--- config.mk ---
export PLATFORM = sky130hd
export DESIGN_NAME = i2c_codec_responder
export DESIGN_NICKNAME = d
export VERILOG_FILES = /design/src/rtl/i2c_codec_responder.sv
export SDC_FILE = /design/constraint.sdc
export NUM_CORES = 1
export LEC_CHECK = 0
export CAP_MARGIN = 30
export CORE_ASPECT_RATIO = 0.8
export CORE_MARGIN = 3
export CORE_UTILIZATION = 40
export CTS_BUF_LIST = sky130_fd_sc_hd__clkbuf_4
export DETAILED_ROUTE_END_ITERATION = 7
export HOLD_SLACK_MARGIN = 0.06
export PLACE_DENSITY_LB_ADDON = 0.2
export SETUP_SLACK_MARGIN = 0.5
export SKIP_CTS_REPAIR_TIMING = 1
export SLEW_MARGIN = 20
export SYNTH_ARGS = -nofsm -noshare
export SYNTH_HDL_FRONTEND = slang
export SYNTH_SLANG_ARGS = --single-unit
export TNS_END_PERCENT = 1
--- constraint.sdc ---
create_clock -name i_clk -period 3.2 [get_ports i_clk]
set_clock_uncertainty 0.2 [all_clocks]
set_input_delay 0.64 -clock i_clk [delete_from_list [all_inputs] [get_ports i_clk]]
set_output_delay 0.64 -clock i_clk [all_outputs]
set_load 0.05 [all_outputs]
--- src/rtl/i2c_codec_responder.sv ---
// WM8731-style I2C write-only responder: ACKs 3-byte register writes
// and keeps a 16x9 register file, oversampled on the system clock.
module i2c_codec_responder #(
    parameter logic [6:0] DEV_ADDR    = 7'h1A,
    parameter int         SYNC_STAGES = 2
) (
    input  logic       i_clk,
    input  logic       i_rst,
    input  logic       i_scl,
    input  logic       i_sda,
    output logic       o_sda_oe,
    output logic       o_wr_valid,
    output logic [6:0] o_wr_addr,
    output logic [8:0] o_wr_data,
    input  logic [3:0] i_rd_addr,
    output logic [8:0] o_rd_data,
    output logic       o_active,
    output logic       o_busy,
    output logic       o_nack
);

    typedef enum logic [2:0] {
        S_IDLE, S_ADDR, S_ACK_ADDR, S_REG,
        S_ACK_REG, S_DATA, S_ACK_DATA, S_IGNORE
    } state_t;

    logic [SYNC_STAGES-1:0] scl_sync_q, scl_sync_d;
    logic [SYNC_STAGES-1:0] sda_sync_q, sda_sync_d;
    logic                   scl_prev_q, sda_prev_q;
    logic                   scl_s, sda_s;
    logic                   scl_rise, scl_fall, start_ev, stop_ev;

    state_t     state_q, state_d;
    logic [3:0] cnt_q, cnt_d;
    logic [7:0] sh_q, sh_d;
    logic [6:0] addr_q, addr_d;
    logic       d8_q, d8_d;
    logic [7:0] dat_q, dat_d;
    logic       oe_q, oe_d;
    logic       wr_valid_q, wr_valid_d;
    logic [6:0] wr_addr_q, wr_addr_d;
    logic [8:0] wr_data_q, wr_data_d;
    logic       nack_q, nack_d;
    logic [8:0] rf_q [16];
    logic [8:0] rf_d [16];

    assign scl_sync_d = {scl_sync_q[SYNC_STAGES-2:0], i_scl};
    assign sda_sync_d = {sda_sync_q[SYNC_STAGES-2:0], i_sda};
    assign scl_s      = scl_sync_q[SYNC_STAGES-1];
    assign sda_s      = sda_sync_q[SYNC_STAGES-1];
    assign scl_rise   = scl_s & ~scl_prev_q;
    assign scl_fall   = ~scl_s & scl_prev_q;
    assign start_ev   = scl_s & scl_prev_q & sda_prev_q & ~sda_s;
    assign stop_ev    = scl_s & scl_prev_q & ~sda_prev_q & sda_s;

    always_comb begin
        state_d    = state_q;
        cnt_d      = cnt_q;
        sh_d       = sh_q;
        addr_d     = addr_q;
        d8_d       = d8_q;
        dat_d      = dat_q;
        oe_d       = oe_q;
        wr_valid_d = 1'b0;
        wr_addr_d  = wr_addr_q;
        wr_data_d  = wr_data_q;
        nack_d     = 1'b0;
        rf_d       = rf_q;
        if (start_ev) begin
            state_d = S_ADDR;
            cnt_d   = 4'd0;
            oe_d    = 1'b0;
        end else if (stop_ev) begin
            state_d = S_IDLE;
            oe_d    = 1'b0;
        end else begin
            unique case (state_q)
                S_ADDR, S_REG, S_DATA: begin
                    if (scl_rise && cnt_q != 4'd8) begin
                        sh_d  = {sh_q[6:0], sda_s};
                        cnt_d = cnt_q + 4'd1;
                    end
                    // Byte is complete once its 8th clock has fallen.
                    if (scl_fall && cnt_q == 4'd8) begin
                        cnt_d = 4'd0;
                        oe_d  = 1'b1;
                        if (state_q == S_ADDR) begin
                            if (sh_q[7:1] == DEV_ADDR && !sh_q[0]) begin
                                state_d = S_ACK_ADDR;
                            end else begin
                                state_d = S_IGNORE;
                                oe_d    = 1'b0;
                                nack_d  = 1'b1;
                            end
                        end else if (state_q == S_REG) begin
                            addr_d  = sh_q[7:1];
                            d8_d    = sh_q[0];
                            state_d = S_ACK_REG;
                        end else begin
                            dat_d   = sh_q;
                            state_d = S_ACK_DATA;
                        end
                    end
                end
                S_ACK_ADDR, S_ACK_REG, S_ACK_DATA: begin
                    if (scl_fall) begin
                        oe_d = 1'b0;
                        if (state_q == S_ACK_ADDR) begin
                            state_d = S_REG;
                        end else if (state_q == S_ACK_REG) begin
                            state_d = S_DATA;
                        end else begin
                            state_d    = S_IGNORE;
                            wr_valid_d = 1'b1;
                            wr_addr_d  = addr_q;
                            wr_data_d  = {d8_q, dat_q};
                            if (addr_q < 7'd15) begin
                                rf_d[addr_q[3:0]] = {d8_q, dat_q};
                            end else if (addr_q == 7'd15) begin
                                for (int i = 0; i < 16; i++) rf_d[i] = '0;
                            end
                        end
                    end
                end
                default: ;
            endcase
        end
    end

    always_ff @(posedge i_clk or negedge i_rst) begin
        if (!i_rst) begin
            scl_sync_q <= '1;
            sda_sync_q <= '1;
            scl_prev_q <= 1'b1;
            sda_prev_q <= 1'b1;
            state_q    <= S_IDLE;
            cnt_q      <= '0;
            sh_q       <= '0;
            addr_q     <= '0;
            d8_q       <= 1'b0;
            dat_q      <= '0;
            oe_q       <= 1'b0;
            wr_valid_q <= 1'b0;
            wr_addr_q  <= '0;
            wr_data_q  <= '0;
            nack_q     <= 1'b0;
            for (int i = 0; i < 16; i++) rf_q[i] <= '0;
        end else begin
            scl_sync_q <= scl_sync_d;
            sda_sync_q <= sda_sync_d;
            scl_prev_q <= scl_s;
            sda_prev_q <= sda_s;
            state_q    <= state_d;
            cnt_q      <= cnt_d;
            sh_q       <= sh_d;
            addr_q     <= addr_d;
            d8_q       <= d8_d;
            dat_q      <= dat_d;
            oe_q       <= oe_d;
            wr_valid_q <= wr_valid_d;
            wr_addr_q  <= wr_addr_d;
            wr_data_q  <= wr_data_d;
            nack_q     <= nack_d;
            rf_q       <= rf_d;
        end
    end

    assign o_sda_oe   = oe_q;
    assign o_wr_valid = wr_valid_q;
    assign o_wr_addr  = wr_addr_q;
    assign o_wr_data  = wr_data_q;
    assign o_rd_data  = rf_q[i_rd_addr];
    assign o_active   = rf_q[9][0];
    assign o_busy     = (state_q != S_IDLE);
    assign o_nack     = nack_q;

endmodule

Word level (Yosys, flattened, before mapping)
Cells that the tools add are included.

Reductions and logical operators: 19. Mux-type cells: 42. Add/subtract/negate cells: 1. Bitwise operators: 19. Order comparisons: 4. Equality and inequality tests: 13.

Operators by type and width (count): $mux W144 (2); $bwmux W144 (1); $bmux W9 S4 (1); $demux W9 S4 (1); $mux W9 (3); $mux W3 (7); $mux W4 (5); $mux W1 (18); $reduce_and A6 Y1 (3); $ne A4 B4 Y1 const B (3); $ge A5 B5 Y1 const B (2); $not A1 Y1 (10); $not A4 Y5 (2); $eq A3 B3 Y1 const B (3); $and A1 B1 Y1 (7); $eq A7 B4 Y1 const B (1); $eq A7 B5 Y1 const B (1); $lt A7 B4 Y1 const B (1); $reduce_and A7 Y1 (1); $eq A3 B2 Y1 const B (2); $pmux W3 S2 (1); $reduce_and A3 Y1 (2); $reduce_bool A3 Y1 (2); $reduce_or A3 Y1 (2); 12 further kinds (17).

Bits of input ports: 8. Register bits: 200. Logic and storage cells: 129. Output and inout port bits: 30.

Logic depth before layout (Yosys ltp)
Gate-level depths: netlist (run 1).

Word-level depth: 8. Mapped depth: 7. Gate-level depth less buffers: 6.

Least setup slack after synthesis (run 1)
Ideal clock, no wire load.

Path type: in2out. Start point: input port i_rd_addr[0]. End point: output port o_rd_data[5]. Cell stages on the path: 5. Path slack: -0.044 ns. Required time: 2.360 ns. Buffers on the path: 2. Arrival time: 2.404 ns. Cell sequence: clkbuf_1 buf_2 mux4_2 a22oi_1 nand2_1.

Word-level cells in the longest chain between the ends: 4.

Ends and longest elaborated chain: start, declared (RTL line 15) `input logic [3:0] i_rd_addr,`; $not A4 Y5 (not written as such) (RTL line 172) `assign o_rd_data = rf_q[i_rd_addr];`; $bmux W9 S4 (RTL line 172); $mux W9 (not written as such) (2 in series) (RTL line 172); end, declared (RTL line 16) `output logic [8:0] o_rd_data,`.

No other way between the ends. The select of a mux whose other input is x is not followed.

Worst setup path after layout (run 1)
Start point: input port i_rd_addr[2]. End point: output port o_rd_data[6].

Same word-level chain as after synthesis.

==> flow_metrics.py, run 1 <==
metrics = {
    "cells_and_area": {
        "layout.cells.non_filler": 986,
        "finalInstanceArea_um2": 10110,
        "final_common_cell": "dfrtp_1",
        "antenna_cells": 0,
        "drive_above_1_share_pct": 29.11,
        "mostFrequentLayoutCells": "dfrtp_1, a22o_1, nand2_1",
        "final_util_pct": 46.77,
        "nNetsFinal": 708,
        "syn_to_final_growth_pct": 14.32,
    },
    "placement": {
        "dp.cells": 945,
        "port_buffers": 37,
        "post_dp_cell_area_um2": 9538,
        "gp_congestion": 0.8341,
        "hpwl_um": 15040,
    },
    "die": {
        "fp.dieW_um": 172.3,
        "row_count": 48,
        "boundaryPins": 38,
        "coreArea_um2": 21620,
        "start_util_pct": 40.91,
        "chipHeight_um": 139,
        "dieArea_um2": 23940,
    },
    "routing": {
        "route.detailed.drc": 0,
        "first_iter_violations": 540,
        "dr.pass1.iters": 5,
        "vias": 5964,
        "vias_per_cell": 6.049,
        "postRouteAntennaNets": 0,
        "routed_wl_um": 23980,
        "wl_per_cell_um": 24.32,
    },
    "critical_path": {
        "crit_slowest_cell": "clkdlybuf4s50_1",
        "r2r_cells": 5,
        "cp.required_ns": 2.36,
        "cp_cell_sequence": "clkdlybuf4s50_1, nor2b_4, buf_12, a22oi_1, nand2_2, buf_4",
        "reg2reg_from": "scl_prev_q$_DFF_PN1_",
        "startpoint_type": "input pin",
        "cp_max_fo": 9,
        "arrival_ns": 2.05,
        "endpoint_kind": "primary output",
        "worst_path_largest_cell_delay_ns": 0.66,
        "critPathLaunch": "i_rd_addr[2]",
        "critPathKind": "input pin to primary output",
    },
    "synth": {
        "yosys.area.top_type_share_pct": 54.89,
        "ys_ff_latch": 200,
        "ys_types": 52,
        "synth_area_um2": 8845,
        "synth_top_cell_by_area": "dfrtp_1",
        "synth_edf_count": 0,
        "yosys_warnings": 0,
        "synth_cells": 665,
        "synth_flop_cell": "dfrtp_1",
        "synthArstFlopShare_pct": 100.0,
        "syn_nets": 675,
        "netlist_top_cells_area": "dfrtp_1, a22o_1, mux4_2",
        "yosysSeqAreaShare_pct": 56.67,
        "synth_area_per_cell_um2": 13.30,
    },
    "global_routing": {
        "grt_pass1_vias": 6049,
        "grt_max_degree": 72,
        "grt_pass1_wl_um": 36380,
        "gr-usage-all-layers_pct": 19.98,
        "grt-ovfl-total": 0,
        "antenna_found_initial": 0,
    },
    "timing": {
        "drv_slew": 0,
        "hold_viol": 0,
        "final.min_clock_period_ns": 2.889,
        "fmax_ghz": 0.3461,
        "relSlewSlack_pct": 38.28,
        "setup_viol": 0,
        "grt_setup_unrepaired": "true",
        "tightest_slew_ns": 0.9257,
        "fin_crit_sh_pct": 90.29,
    },
    "hold_path": {
        "hold_path_class": "register to register",
        "whs_path_depth": 0,
        "min_from": "sda_sync_q[0]$_DFF_PN1_",
    },
    "job": {
        "drv_cap": 0,
    },
    "cts": {
        "cts_buffer_depth": 2,
        "cts_sinks": 200,
        "cts.reportedPaths.clkPinSlew_ns": 0.18,
        "cts_made_buffers": 17,
        "cts_tree": "built",
        "clock-root-buffer": "clkbuf_4",
        "clock_latency_ns": 0.58,
        "cts_htree_levels": 4,
    },
    "status": {
        "status": "complete, no violations",
    },
    "power_and_ir_drop": {
        "cellLeakagePower_nw": 4.521,
        "peakVddDrop_v": 0.0002402,
        "power_mw": 4.301,
        "power.density_nw_per_um2": 425.3,
    },
}
critical path: cells and delay by family:
family	cells	cell delay, ns
AO/OA/AOI/OAI	1	0.08
buffers and inverters	3	0.99
AND/OR/NAND/NOR	2	0.33
kinds of logic (layout without fill, tap and decap cells):
kind of cell,count (synthesis),count (layout),share of synthesized area [%]
flops,200,200,56.67
fa+ha+maj,2,2,0.2829
buf+inv,61,106,3.098
mux,77,77,14.37
simple gates,146,147,9.874
xor+xnor,3,3,0.2971
compound gates,176,176,15.41
layout make-up:
class | instances | area [µm²]
inverter | 7 | 26.28
multi-input combinational | 405 | 3695
tap | 275 | 344.1
clock buffer | 19 | 142.6
timing repair buffer | 67 | 749.5
clock inverter | 13 | 137.6
sequential | 200 | 5016
fill | 1897 | 11510
layer usage:
layer	track usage, %	share of wire, %
met3	7.068	7.9
met4	4.284	0.95
met5	0	0
met2	28.42	43
met1	29.67	48
metrics by stage:
| stage | hold slack (ns) | TNS [ns] | setup WS, ns |
|---|---|---|---|
| 4_1_cts | -0.2718 | -0.02178 | -0.009819 |
| 6_report | 0.1686 | 0 | 0.3106 |
| 3_5_place_dp | 0.1468 | -0.01681 | -0.006597 |
| 5_1_grt | 0.1496 | 0 | 0.2381 |
| 3_3_place_gp | 0.1465 | -0.003727 | -0.003727 |
| 2_1_floorplan | 0.1444 | 0 | 0.4922 |
flip-flops by register name, summed over array words and instances (netlist names):
signal / flops
o_sda_oe: 1
o_wr_data: 9
scl_prev_q: 1
rf_q: 143
o_nack: 1
o_wr_valid: 1
o_active: 1
scl_sync_q: 2
dat_q: 8
sh_q: 8
sda_sync_q: 2
cnt_q: 4
addr_q: 7
sda_prev_q: 1
d8_q: 1
o_wr_addr: 7
state_q: 3
worst paths after layout:
path                       slack, ns                 endpoint
max reg2reg                     0.42     rf_q[16]$_DFFE_PN0P_
min                             0.17  sda_sync_q[1]$_DFF_PN1_
min in group asynchronous       0.32     rf_q[50]$_DFFE_PN0P_
max in group asynchronous       1.58     rf_q[52]$_DFFE_PN0P_
max                             0.31             o_rd_data[6]
min reg2reg                     0.17  sda_sync_q[1]$_DFF_PN1_
cell usage after synthesis (3+ instances only):
cell type	n
a21oi_1	10
a22o_1	108
a22oi_1	18
and2_1	11
and3_1	3
buf_1	14
buf_2	11
clkbuf_1	26
dfrtp_1	194
dfstp_2	6
inv_1	5
mux2_2	40
mux4_2	36
nand2_1	70
nand2b_1	5
nand3b_1	3
nand4_1	3
nor2_1	12
nor2b_1	3
nor3_1	3
nor3_4	10
o211ai_1	3
o21ai_0	13
o21ai_1	15
o22ai_1	3
or4_1	3
power breakdown:
group          internal [mW]  switching, mW  total, mW
combinational          0.136          0.164      0.299
sequential              2.59         0.0714       2.66
clock                  0.428          0.913       1.34
Note: power is estimated with default switching activity, not from simulation.
==> run 2: changes to the inputs <==
==> constraint.sdc (replaced) <==
create_clock -name i_clk -period 2.6 [get_ports i_clk]
set_clock_uncertainty 0.2 [all_clocks]
set_input_delay 0.52 -clock i_clk [delete_from_list [all_inputs] [get_ports i_clk]]
set_output_delay 0.52 -clock i_clk [all_outputs]
set_load 0.05 [all_outputs]
==> run 2 against run 1 <==
Net effect:
- the flow now finishes with violations (setup timing)
- combinational power is 42% higher
- clock power grew 19%
- final area rose by 5.4%
==> flow_metrics.py, run 2 (synthesized netlist as in run 1, its figures left out) <==
metrics = {
    "cells_and_area": {
        "syn_to_final_growth_pct": 20.50,
        "final_util_pct": 49.29,
        "largest_reg_flops": 143,
        "nNetsFinal": 730,
        "num-fill-cells": 1885,
        "drive_above_1_share_pct": 41.75,
        "final_common_cell": "dfrtp_1",
        "antenna_cells": 0,
        "finalInstanceArea_um2": 10660,
        "top_register": "rf_q",
        "mostFrequentLayoutCells": "dfrtp_1, a22o_1, nand2_1",
    },
    "critical_path": {
        "startpoint_type": "register",
        "endpoint_kind": "primary output",
        "arrival_ns": 2.07,
        "worst-path-buf-inv": 1,
        "cpLargestDelayFamily": "multiplexers",
        "worst_path_largest_cell_delay_ns": 0.49,
        "crit_slowest_cell": "mux4_2",
        "cp.required_ns": 1.88,
        "cp_max_fo": 2,
        "cp_cell_sequence": "mux4_2, a22oi_2, nand2_4, buf_6",
        "critPathKind": "register to primary output",
    },
    "power_and_ir_drop": {
        "peakVddDrop_v": 0.0003052,
        "power_mw": 5.317,
        "cellLeakagePower_nw": 4.804,
        "power.density_nw_per_um2": 498.9,
    },
    "global_routing": {
        "gr-usage-all-layers_pct": 19.62,
        "antenna_found_initial": 0,
        "grt_max_degree": 58,
        "grt-ovfl-total": 0,
        "grt_pass1_wl_um": 36270,
        "grt_pass1_vias": 6088,
    },
    "cts": {
        "cts_buffer_depth": 2,
        "cts_htree_levels": 4,
        "clock_latency_ns": 0.58,
        "cts_made_buffers": 17,
        "cts.reportedPaths.clkPinSlew_ns": 0.16,
        "clock-root-buffer": "clkbuf_4",
        "cts_sinks": 200,
        "cts_tree": "built",
    },
    "routing": {
        "wl_met2_um": 10200,
        "route.detailed.drc": 0,
        "wl_met1_um": 11120,
        "vias_per_cell": 5.995,
        "vias": 6043,
        "wl_per_cell_um": 22.99,
        "met3WireLength_um": 1469,
        "routed_wl_um": 23170,
        "postRouteAntennaNets": 0,
        "first_iter_violations": 585,
        "dr.max_layer_used": "met4",
        "dr.pass1.iters": 5,
    },
    "timing": {
        "fmax_ghz": 0.3582,
        "drv_slew": 0,
        "relSlewSlack_pct": 39.72,
        "hold_slack_ns": 0.1436,
        "grt_setup_unrepaired": "true",
        "hold_viol": 0,
        "tightest_slew_ns": 0.9003,
        "fin_setup_tns_ns": -1.190,
        "fin_crit_sh_pct": 107.4,
        "setup_viol": 9,
        "final.min_clock_period_ns": 2.792,
        "worst_slack_ns": -0.1921,
    },
    "job": {
        "drv_cap": 0,
    },
    "die": {
        "coreArea_um2": 21620,
        "start_util_pct": 40.91,
        "fp.dieW_um": 172.3,
        "chipHeight_um": 139,
        "row_count": 48,
        "dieArea_um2": 23940,
        "boundaryPins": 38,
    },
    "hold_path": {
        "hold_path_class": "input pin to register",
    },
    "placement": {
        "post_dp_cell_area_um2": 9956,
        "port_buffers": 37,
        "hpwl_um": 15670,
        "gp_congestion": 0.8219,
    },
    "status": {
        "status": "complete, but fails checks",
        "violations": "setup timing",
    },
}
## run 2: changes by cell type in the layout (fill, tap and decap cells not counted), sizes merged
cell and change:
buf +28, clkbuf +13, clkdlybuf4s50 -20, clkinv +1
dlygate4sd3 +1, dlymetal6s2s -1, inv +1, nor2b -1
## run 2: worst reg2reg max path, cell delays in order, from the launching register on
cell	delay [ns]
dfrtp_1	0.43
or4_4	0.63
or2_4	0.35
buf_8	0.16
nor3_4	0.40
a22o_1	0.24
## run 2: routing by layer
metal | up-vias | track usage, %
met5 | - | 0
met4 | 0 | 4.326
met3 | 25 | 4.389
met2 | 217 | 27.17
met1 | 3194 | 31.50
li1 | 2607 | -
## run 2: power by group
part           total [mW]  switching, mW  leakage (nW)  internal [mW]
logic               0.424          0.214          1.90          0.210
clock network        1.59           1.09         0.144          0.496
registers            3.30          0.113          2.76           3.19
total                5.32           1.42          4.80           3.90
## run 2: worst paths after layout
path	from	end	slack [ns]	cells past startpoint
setup / recovery	rf_q[36]$_DFFE_PN0P_	o_rd_data[0]	-0.19	4
hold / removal	i_scl	scl_sync_q[0]$_DFF_PN1_	0.14	1
setup reg to reg	addr_q[6]$_DFFE_PN0P_	rf_q[140]$_DFFE_PN0P_	0.12	5
hold reg to reg	scl_sync_q[0]$_DFF_PN1_	scl_sync_q[1]$_DFF_PN1_	0.15	0
max in group asynchronous	i_rst	rf_q[3]$_DFFE_PN0P_	1.24	3
min in group asynchronous	i_rst	o_wr_valid$_DFF_PN0_	0.27	2
## run 2: stage by stage
| stage | cells | setup WS, ns |
|---|---|---|
| 6_report | 1008 | -0.1921 |
| 5_1_grt | 1008 | -0.2748 |
| 4_1_cts | 1003 | -0.5138 |
| 3_5_place_dp | 971 | -0.5097 |
| 3_3_place_gp | 971 | -0.3705 |
| 2_1_floorplan | 665 | 0.2164 |
## run 2: final cells by class
cell class | instances | area [µm²] | share of cell area, %
flip-flops and latches | 200 | 5017 | 47.08
multi-input cells | 404 | 4069 | 38.18
repair buffers | 90 | 933.4 | 8.758
well taps | 275 | 344.1 | 3.228
clock inverters | 15 | 140.1 | 1.315
clock buffers | 17 | 127.6 | 1.197
inverters | 7 | 26.28 | 0.2465
